==> src/rtl/fcl_dyna_responder_if.sv <==
// fcl_dyna_responder_if: UART byte stream between a transceiver (master) and the responder (slave)
//   rx_data_in/rx_data_valid_in : received byte with a 1-cycle qualifier
//   tx_data_out/tx_data_send_out: byte to transmit with a 1-cycle send pulse
//   tx_done_in                  : 1-cycle pulse when the transmitter has finished the byte
interface fcl_dyna_responder_if;
  logic [7:0] rx_data_in;
  logic       rx_data_valid_in;
  logic [7:0] tx_data_out;
  logic       tx_data_send_out;
  logic       tx_done_in;
  modport master (output rx_data_in, rx_data_valid_in, tx_done_in, input tx_data_out, tx_data_send_out);
  modport slave (input rx_data_in, rx_data_valid_in, tx_done_in, output tx_data_out, tx_data_send_out);
endinterface

==> src/rtl/fcl_dyna_responder.sv <==
// fcl_dyna_responder: Dynamixel-style servo packet responder (ping/read/write) over a UART byte stream
//   clk_in, reset_in       : clock and synchronous active-high reset
//   bus (slave)            : rx byte stream in, tx byte stream out
//   present_pos_in         : present position, registers 0x24/0x25
//   goal_pos_out/_we_out   : goal register (0x1E/0x1F) and its 1-cycle update strobe
//   led_out                : bit 0 of register 0x19
//   chk_error_count_out    : saturating count of checksum failures addressed to this node
//   busy_out               : high whenever the parser is not waiting for a header
module fcl_dyna_responder #(
  parameter logic [7:0] SERVO_ID           = 8'h01,
  parameter int         RETURN_DELAY_COUNT = 250,
  parameter int         RX_TIMEOUT_COUNT   = 2500
) (
  input  logic                       clk_in,
  input  logic                       reset_in,
  fcl_dyna_responder_if.slave        bus,
  input  logic [9:0]                 present_pos_in,
  output logic [9:0]                 goal_pos_out,
  output logic                       goal_pos_we_out,
  output logic                       led_out,
  output logic [7:0]                 chk_error_count_out,
  output logic                       busy_out
);
  typedef enum logic [3:0] {HDR0, HDR1, ID, LEN, INST, PARAM, CHK, EXEC, DELAY, TX_SEND, TX_WAIT} state_t;
  localparam int TMAX = RETURN_DELAY_COUNT > RX_TIMEOUT_COUNT ? RETURN_DELAY_COUNT : RX_TIMEOUT_COUNT;
  localparam int TW = $clog2(TMAX + 2);
  state_t st, nxt;
  logic [7:0] rx_d, id_q, inst_q, sum_q, err_q, chk_q, rd_n, err_e, chk_e, tx_byte;
  logic [7:0] prm [6];
  logic [7:0] rp [4];
  logic [7:0] rp_e [4];
  logic [3:0] len_q, plen, tx_idx;
  logic [2:0] pidx, n_q, n_e;
  logic [TW-1:0] tmr;
  logic rx_v, chk_ok, mine, bcast, rx_to, dly_done, last, rd_ok;
  function automatic logic [7:0] reg_rd(input logic [7:0] a, input logic [9:0] g, input logic l, input logic [9:0] p);
    return a == 8'h19 ? {7'b0, l} : a == 8'h1E ? g[7:0] : a == 8'h1F ? {6'b0, g[9:8]} :
           a == 8'h24 ? p[7:0] : a == 8'h25 ? {6'b0, p[9:8]} : 8'h00;
  endfunction
  assign rx_d = bus.rx_data_in;
  assign rx_v = bus.rx_data_valid_in;
  assign plen = len_q - 4'd2;
  assign bcast = id_q == 8'hFE;
  assign mine = id_q == SERVO_ID || bcast;
  // the timer counts idle cycles while parsing, so a gap only expires when it exceeds the limit
  assign rx_to = !rx_v && tmr == TW'(RX_TIMEOUT_COUNT);
  assign dly_done = tmr + 1'b1 >= TW'(RETURN_DELAY_COUNT);
  assign last = tx_idx == 4'd5 + {1'b0, n_q};
  // reply contents are settled in EXEC; read data is captured there and frozen for the reply
  assign rd_n = len_q >= 4'd4 ? prm[1] : 8'h00;
  assign rd_ok = rd_n >= 8'd1 && rd_n <= 8'd4;
  assign err_e = !chk_ok ? 8'h10 : inst_q == 8'h01 || inst_q == 8'h03 ? 8'h00 :
                 inst_q == 8'h02 ? (rd_ok ? 8'h00 : 8'h08) : 8'h40;
  assign n_e = chk_ok && inst_q == 8'h02 && rd_ok ? rd_n[2:0] : 3'd0;
  always_comb begin
    chk_e = SERVO_ID + {5'b0, n_e} + 8'd2 + err_e;
    for (int i = 0; i < 4; i++) begin
      rp_e[i] = reg_rd(prm[0] + 8'(i), goal_pos_out, led_out, present_pos_in);
      chk_e = chk_e + (3'(i) < n_e ? rp_e[i] : 8'h00);
    end
    chk_e = ~chk_e;
  end
  always_comb begin
    nxt = st;
    case (st)
      HDR0:    nxt = rx_v && rx_d == 8'hFF ? HDR1 : HDR0;
      HDR1:    nxt = !rx_v ? HDR1 : rx_d == 8'hFF ? ID : HDR0;
      ID:      nxt = rx_to ? HDR0 : !rx_v || rx_d == 8'hFF ? ID : LEN;
      LEN:     nxt = rx_to ? HDR0 : !rx_v ? LEN : rx_d < 8'd2 || rx_d > 8'd8 ? HDR0 : INST;
      INST:    nxt = rx_to ? HDR0 : !rx_v ? INST : plen == 4'd0 ? CHK : PARAM;
      PARAM:   nxt = rx_to ? HDR0 : !rx_v ? PARAM : {1'b0, pidx} == plen - 4'd1 ? CHK : PARAM;
      // foreign IDs and corrupted broadcasts end silently; a corrupted unicast still gets an error reply
      CHK:     nxt = rx_to ? HDR0 : !rx_v ? CHK : !mine || (bcast && rx_d != ~sum_q) ? HDR0 : EXEC;
      EXEC:    nxt = bcast ? HDR0 : DELAY;
      DELAY:   nxt = dly_done ? TX_SEND : DELAY;
      TX_SEND: nxt = TX_WAIT;
      TX_WAIT: nxt = !bus.tx_done_in ? TX_WAIT : last ? HDR0 : TX_SEND;
      default: nxt = HDR0;
    endcase
  end
  always_ff @(posedge clk_in) st <= reset_in ? HDR0 : nxt;
  always_ff @(posedge clk_in) begin
    if (reset_in) begin
      goal_pos_out <= 10'h200;
      goal_pos_we_out <= 1'b0;
      led_out <= 1'b0;
      chk_error_count_out <= 8'h00;
      tmr <= '0;
      tx_idx <= 4'd0;
    end else begin
      goal_pos_we_out <= 1'b0;
      tmr <= st >= ID && st <= CHK ? (rx_v ? '0 : tmr + 1'b1) : st == DELAY ? tmr + 1'b1 : '0;
      if (st == CHK && rx_v && mine && !bcast && rx_d != ~sum_q && chk_error_count_out != 8'hFF)
        chk_error_count_out <= chk_error_count_out + 8'd1;
      if (st == EXEC) tx_idx <= 4'd0;
      if (st == TX_WAIT && bus.tx_done_in) tx_idx <= tx_idx + 4'd1;
      if (st == EXEC && chk_ok && inst_q == 8'h03)
        for (int k = 1; k < 6; k++)
          if (4'(k) < plen)
            case (prm[0] + 8'(k - 1))
              8'h19: led_out <= prm[k][0];
              8'h1E: begin goal_pos_out[7:0] <= prm[k]; goal_pos_we_out <= 1'b1; end
              8'h1F: begin goal_pos_out[9:8] <= prm[k][1:0]; goal_pos_we_out <= 1'b1; end
              default: ;
            endcase
    end
  end
  always_ff @(posedge clk_in) begin
    if (rx_v && st == ID) begin id_q <= rx_d; sum_q <= rx_d; end
    if (rx_v && st == LEN) begin len_q <= rx_d[3:0]; sum_q <= sum_q + rx_d; end
    if (rx_v && st == INST) begin inst_q <= rx_d; sum_q <= sum_q + rx_d; pidx <= 3'd0; end
    if (rx_v && st == PARAM) begin prm[pidx] <= rx_d; sum_q <= sum_q + rx_d; pidx <= pidx + 3'd1; end
    if (rx_v && st == CHK) chk_ok <= rx_d == ~sum_q;
    if (st == EXEC) begin
      err_q <= err_e;
      n_q <= n_e;
      rp <= rp_e;
      chk_q <= chk_e;
    end
  end
  assign tx_byte = tx_idx < 4'd2 ? 8'hFF : tx_idx == 4'd2 ? SERVO_ID : tx_idx == 4'd3 ? {5'b0, n_q} + 8'd2 :
                   tx_idx == 4'd4 ? err_q : last ? chk_q : rp[2'(tx_idx - 4'd5)];
  assign bus.tx_data_out = st == TX_SEND || st == TX_WAIT ? tx_byte : 8'h00;
  assign bus.tx_data_send_out = st == TX_SEND;
  assign busy_out = st != HDR0;
endmodule

==> src/flat_wrapper.sv <==
// flat-port wrapper written by rule: the top's interface ports become plain ports
module fcl_dyna_responder_flat 
#(
  parameter logic [7:0] SERVO_ID           = 8'h01,
  parameter int         RETURN_DELAY_COUNT = 250,
  parameter int         RX_TIMEOUT_COUNT   = 2500
)
  (clk_in, reset_in, present_pos_in, goal_pos_out, goal_pos_we_out, led_out, chk_error_count_out, busy_out, bus_rx_data_in, bus_rx_data_valid_in, bus_tx_done_in, bus_tx_data_out, bus_tx_data_send_out);
  fcl_dyna_responder_if bus_i ();
  input  logic clk_in;
  input  logic reset_in;
  input  logic [9:0] present_pos_in;
  output logic [9:0] goal_pos_out;
  output logic goal_pos_we_out;
  output logic led_out;
  output logic [7:0] chk_error_count_out;
  output logic busy_out;
  input wire logic [$bits(bus_i.rx_data_in)-1:0] bus_rx_data_in;
  input wire logic [$bits(bus_i.rx_data_valid_in)-1:0] bus_rx_data_valid_in;
  input wire logic [$bits(bus_i.tx_done_in)-1:0] bus_tx_done_in;
  output wire logic [$bits(bus_i.tx_data_out)-1:0] bus_tx_data_out;
  output wire logic [$bits(bus_i.tx_data_send_out)-1:0] bus_tx_data_send_out;
  assign bus_i.rx_data_in = bus_rx_data_in;
  assign bus_i.rx_data_valid_in = bus_rx_data_valid_in;
  assign bus_i.tx_done_in = bus_tx_done_in;
  assign bus_tx_data_out = bus_i.tx_data_out;
  assign bus_tx_data_send_out = bus_i.tx_data_send_out;
  fcl_dyna_responder #(.SERVO_ID(SERVO_ID), .RETURN_DELAY_COUNT(RETURN_DELAY_COUNT), .RX_TIMEOUT_COUNT(RX_TIMEOUT_COUNT)) u_core (.clk_in(clk_in), .reset_in(reset_in), .bus(bus_i), .present_pos_in(present_pos_in), .goal_pos_out(goal_pos_out), .goal_pos_we_out(goal_pos_we_out), .led_out(led_out), .chk_error_count_out(chk_error_count_out), .busy_out(busy_out));
endmodule
==> config.mk <==
export PLATFORM = sky130hd
export DESIGN_NAME = fcl_dyna_responder_flat
export DESIGN_NICKNAME = d
export VERILOG_FILES = /design/src/rtl/fcl_dyna_responder_if.sv /design/src/rtl/fcl_dyna_responder.sv /design/src/flat_wrapper.sv
export SDC_FILE = /design/constraint.sdc
export NUM_CORES = 1
export LEC_CHECK = 0
export ABC_AREA = 1
export CAP_MARGIN = 0
export CELL_PAD_IN_SITES_DETAIL_PLACEMENT = 2
export CELL_PAD_IN_SITES_GLOBAL_PLACEMENT = 2
export CORE_MARGIN = 2
export CORE_UTILIZATION = 38
export CTS_CLUSTER_SIZE = 12
export DETAILED_ROUTE_END_ITERATION = 10
export DONT_BUFFER_PORTS = 1
export PLACE_DENSITY = 0.78
export SYNTH_ARGS = -nofsm -noshare
export SYNTH_HDL_FRONTEND = slang
export SYNTH_SLANG_ARGS = --single-unit
==> constraint.sdc <==
create_clock -name clk_in -period 14.5 [get_ports clk_in]
set_input_delay 4.35 -clock clk_in [delete_from_list [all_inputs] [get_ports clk_in]]
set_output_delay 4.35 -clock clk_in [all_outputs]
set_load 0.02 [all_outputs]
==> impl_metrics.py <==
metrics = {
    "status": {
        "status": "finished clean",
    },
    "global_routing": {
        "grt_max_degree": 48,
        "grt-ovfl-total": 0,
        "grt_busiest_layer": "met2",
        "grtUsageMet2_pct": 46.13,
        "antenna_found_initial": 0,
        "gr-usage-met1_pct": 32.90,
        "grt_pass1_wl_mm": 57.25,
        "grt_usage_pct": 25.74,
        "use_met3_pct": 3.799,
        "grt_pass1_vias": 9997,
    },
    "power_and_ir_drop": {
        "p_int_mw": 0.7675,
        "seqPwrFrac_pct": 51.7,
        "p_per_area_nw_per_um2": 83.91,
        "power.switching_mw": 0.2151,
        "combPwrFrac_pct": 1.1,
        "swShare_pct": 21.89,
        "irDropWorstVdd_v": 0.00005459,
        "power_frac_clock_pct": 47.2,
        "leakagePower_nw": 4.808,
    },
    "drt": {
        "drc": 0,
        "wl_per_cell_um": 21.75,
        "vias": 9178,
        "wirelength_mm": 36.81,
        "drt_first_pass_iters": 4,
        "first_iter_violations": 507,
        "via_per_inst": 5.424,
        "ant_nets": 0,
    },
    "synth": {
        "synth_top_area_share_pct": 35.28,
        "ys.flop_type": "edfxtp_1",
        "yosys.cell_types.count": 62,
        "ys_seq_area_share_pct": 42.74,
        "synth.avg_cell_area_sq_um": 8.282,
        "synth_nets": 1379,
        "netlist_instances": 1295,
        "yosysTopAreaCell": "edfxtp_1",
        "synth_area_sq_um": 10730,
        "ys_async_sr_fraction_pct": 0,
        "synth_edf_count": 126,
        "yosys_warnings": 0,
        "synth_seq_cells": 166,
        "synth.top_cells.by_area": "edfxtp_1, nand2_1, dfxtp_1",
    },
    "clocking": {
        "ctsResizeCount": 0,
        "cts_buffers": 17,
        "clockRootBuffer": "clkbuf_16",
        "htreeDepth": 4,
        "postCtsSetupBuffers": 0,
        "holdBufCountCts": 0,
        "cts_sinks": 166,
        "clk_transition_reported_paths_ns": 0.07,
        "clkLatencyLatePin_ns": 0.43,
        "ctsLongestPathBuffers": 2,
        "cts_tree": "yes",
    },
    "finish": {
        "final_common_cell": "nand2_1",
        "syn_to_final_growth_pct": 9.181,
        "layout.nets": 1384,
        "mostFrequentLayoutCells": "nand2_1, inv_1, nor2_1",
        "drive_gt1_share_pct": 8.606,
        "final_core_util_pct": 42.15,
        "fin_area_sq_um": 11710,
    },
    "flow_run": {
        "maxCapViolations": 0,
    },
    "sta": {
        "min_period_ns": 8.109,
        "relSlewSlack_pct": 18.97,
        "setup_viol": 0,
        "rsz0062_at_grt": "false",
        "finalHoldViolations": 0,
        "drv_slew": 0,
        "max_slew.worst_pin.slew_ns": 1.206,
        "fmax_mhz": 123.3,
        "min_period_over_period_pct": 55.92,
        "fin_tns_setup_ns": 0,
        "skew_ns": 0.01216,
    },
    "floorplan": {
        "fp.dieH_um": 172,
        "num_rows": 61,
        "chipWidth_um": 172,
        "start_util_pct": 38.61,
        "fp.dieArea_sq_um": 29580,
        "core_sq_um": 27780,
        "io_pins": 52,
    },
    "setup_path": {
        "cp_max_fo": 21,
        "start_kind": "flip-flop",
        "critPathCaptureType": "output port",
        "arrival_ns": 3.76,
        "path_class": "flip-flop to output port",
        "required_ns": 10.15,
    },
    "place": {
        "place_hpwl_mm": 27.89,
        "place_area_sq_um": 11120,
        "port_buffers": 0,
        "globalplace.congestion": 0.8282,
    },
    "hold_path": {
        "hp-class": "flip-flop to flip-flop",
    },
}
==> power by group through the flow <==
stage               Combinational, mW  Sequential (mW)  Clock (mW)
floorplan                     0.00950            0.518           0
global placement               0.0105            0.518           0
detailed placement             0.0112            0.518           0
CTS                            0.0113            0.508       0.471
global route                   0.0130            0.507       0.488
finish                         0.0112            0.508       0.464
==> registers in the layout, summed over array words and instances (netlist names), 4 cells and up <==
name and flops:
u_core.chk_error_count_out 8, u_core.chk_q 8, u_core.goal_pos_out 10, u_core.id_q 8, u_core.inst_q 8, u_core.len_q 4, u_core.prm 48, u_core.rp 32
u_core.st 4, u_core.sum_q 8, u_core.tmr 12, u_core.tx_idx 4
==> synth_stat cells, types with 5 or more instances <==
library cell	n
nand3_1	64
nand4_1	21
buf_2	5
nor2_1	140
or2_2	7
o221ai_1	7
clkbuf_1	9
a21oi_1	60
o21ai_1	8
nor2_2	5
nor4_1	7
nor3_1	30
edfxtp_1	126
nand2_2	10
nand2_1	273
o21ai_0	63
dfxtp_1	40
o211ai_1	7
ha_1	41
inv_1	210
nor2_4	8
xor2_1	20
xnor2_1	16
inv_2	11
a21oi_2	5
o22ai_1	11
fa_1	21
==> kinds of logic (layout without fill, tap and decap cells) <==
logic type / count (synthesis) / count (layout) / synth area share (%)
AOI/OAI and AO/OA: 189 / 189 / 10.45
xor gates and xnor gates: 37 / 37 / 3.091
adders and majority gates: 62 / 62 / 8.703
buffers and inverters: 244 / 262 / 9.099
DFF: 166 / 166 / 42.74
other: 1 / 2 / 0.03496
and+or+nand+nor: 596 / 596 / 25.87
==> metal layers <==
layer | wire, um | up-vias
met1 | 16240 | 4712
met4 | 464 | 0
met2 | 18740 | 156
met3 | 1363 | 33
met5 | 0 | -
li1 | - | 4277
==> critical path, stage by stage (launching register included) <==
cell      delay [ns]
dfxtp_1         0.30
buf_4           0.22
inv_1           0.63
ha_1            0.55
inv_1           0.37
o21ai_0         0.15
o221ai_1        0.33
o211ai_1        0.17
nand2_1         0.11
nand3_1         0.07
a21oi_1         0.41
==> per-stage QoR <==
step | power [mW] | hold WS [ns] | std cells | setup slack, ns
finish | 0.9826 | 0.4778 | 1692 | 6.391
global route | 1.008 | 0.5322 | 1691 | 6.150
CTS | 0.9898 | 0.4811 | 1691 | 6.385
detailed placement | 0.5294 | 0.4698 | 1659 | 6.229
global placement | 0.5288 | 0.4578 | 1659 | 6.456
floorplan | 0.5278 | 0.4356 | 1295 | 6.650
==> final timing paths <==
check	slack (ns)	start	to	depth (start not counted)
setup / recovery	6.39	u_core.tx_idx[0]	bus_tx_data_out[1]	10
hold / removal	0.48	u_core.tx_idx[2]	u_core.tx_idx[2]	1
hold reg to reg	0.48	u_core.tx_idx[2]	u_core.tx_idx[2]	1
setup reg to reg	7.92	u_core.len_q[1]	u_core.chk_q[7]	32
==> final cells by class <==
type,instances,area (sq um)
clock buffers,21,471.7
multi-input cells,885,5172
flip-flops and latches,166,4584
clock inverters,11,111.4
diodes,1,2.502
inverters,223,842.1
repair buffers,7,52.55
fillers,3235,16070
well taps,378,473.0
No activity file was read; power rests on OpenSTA's default activity.
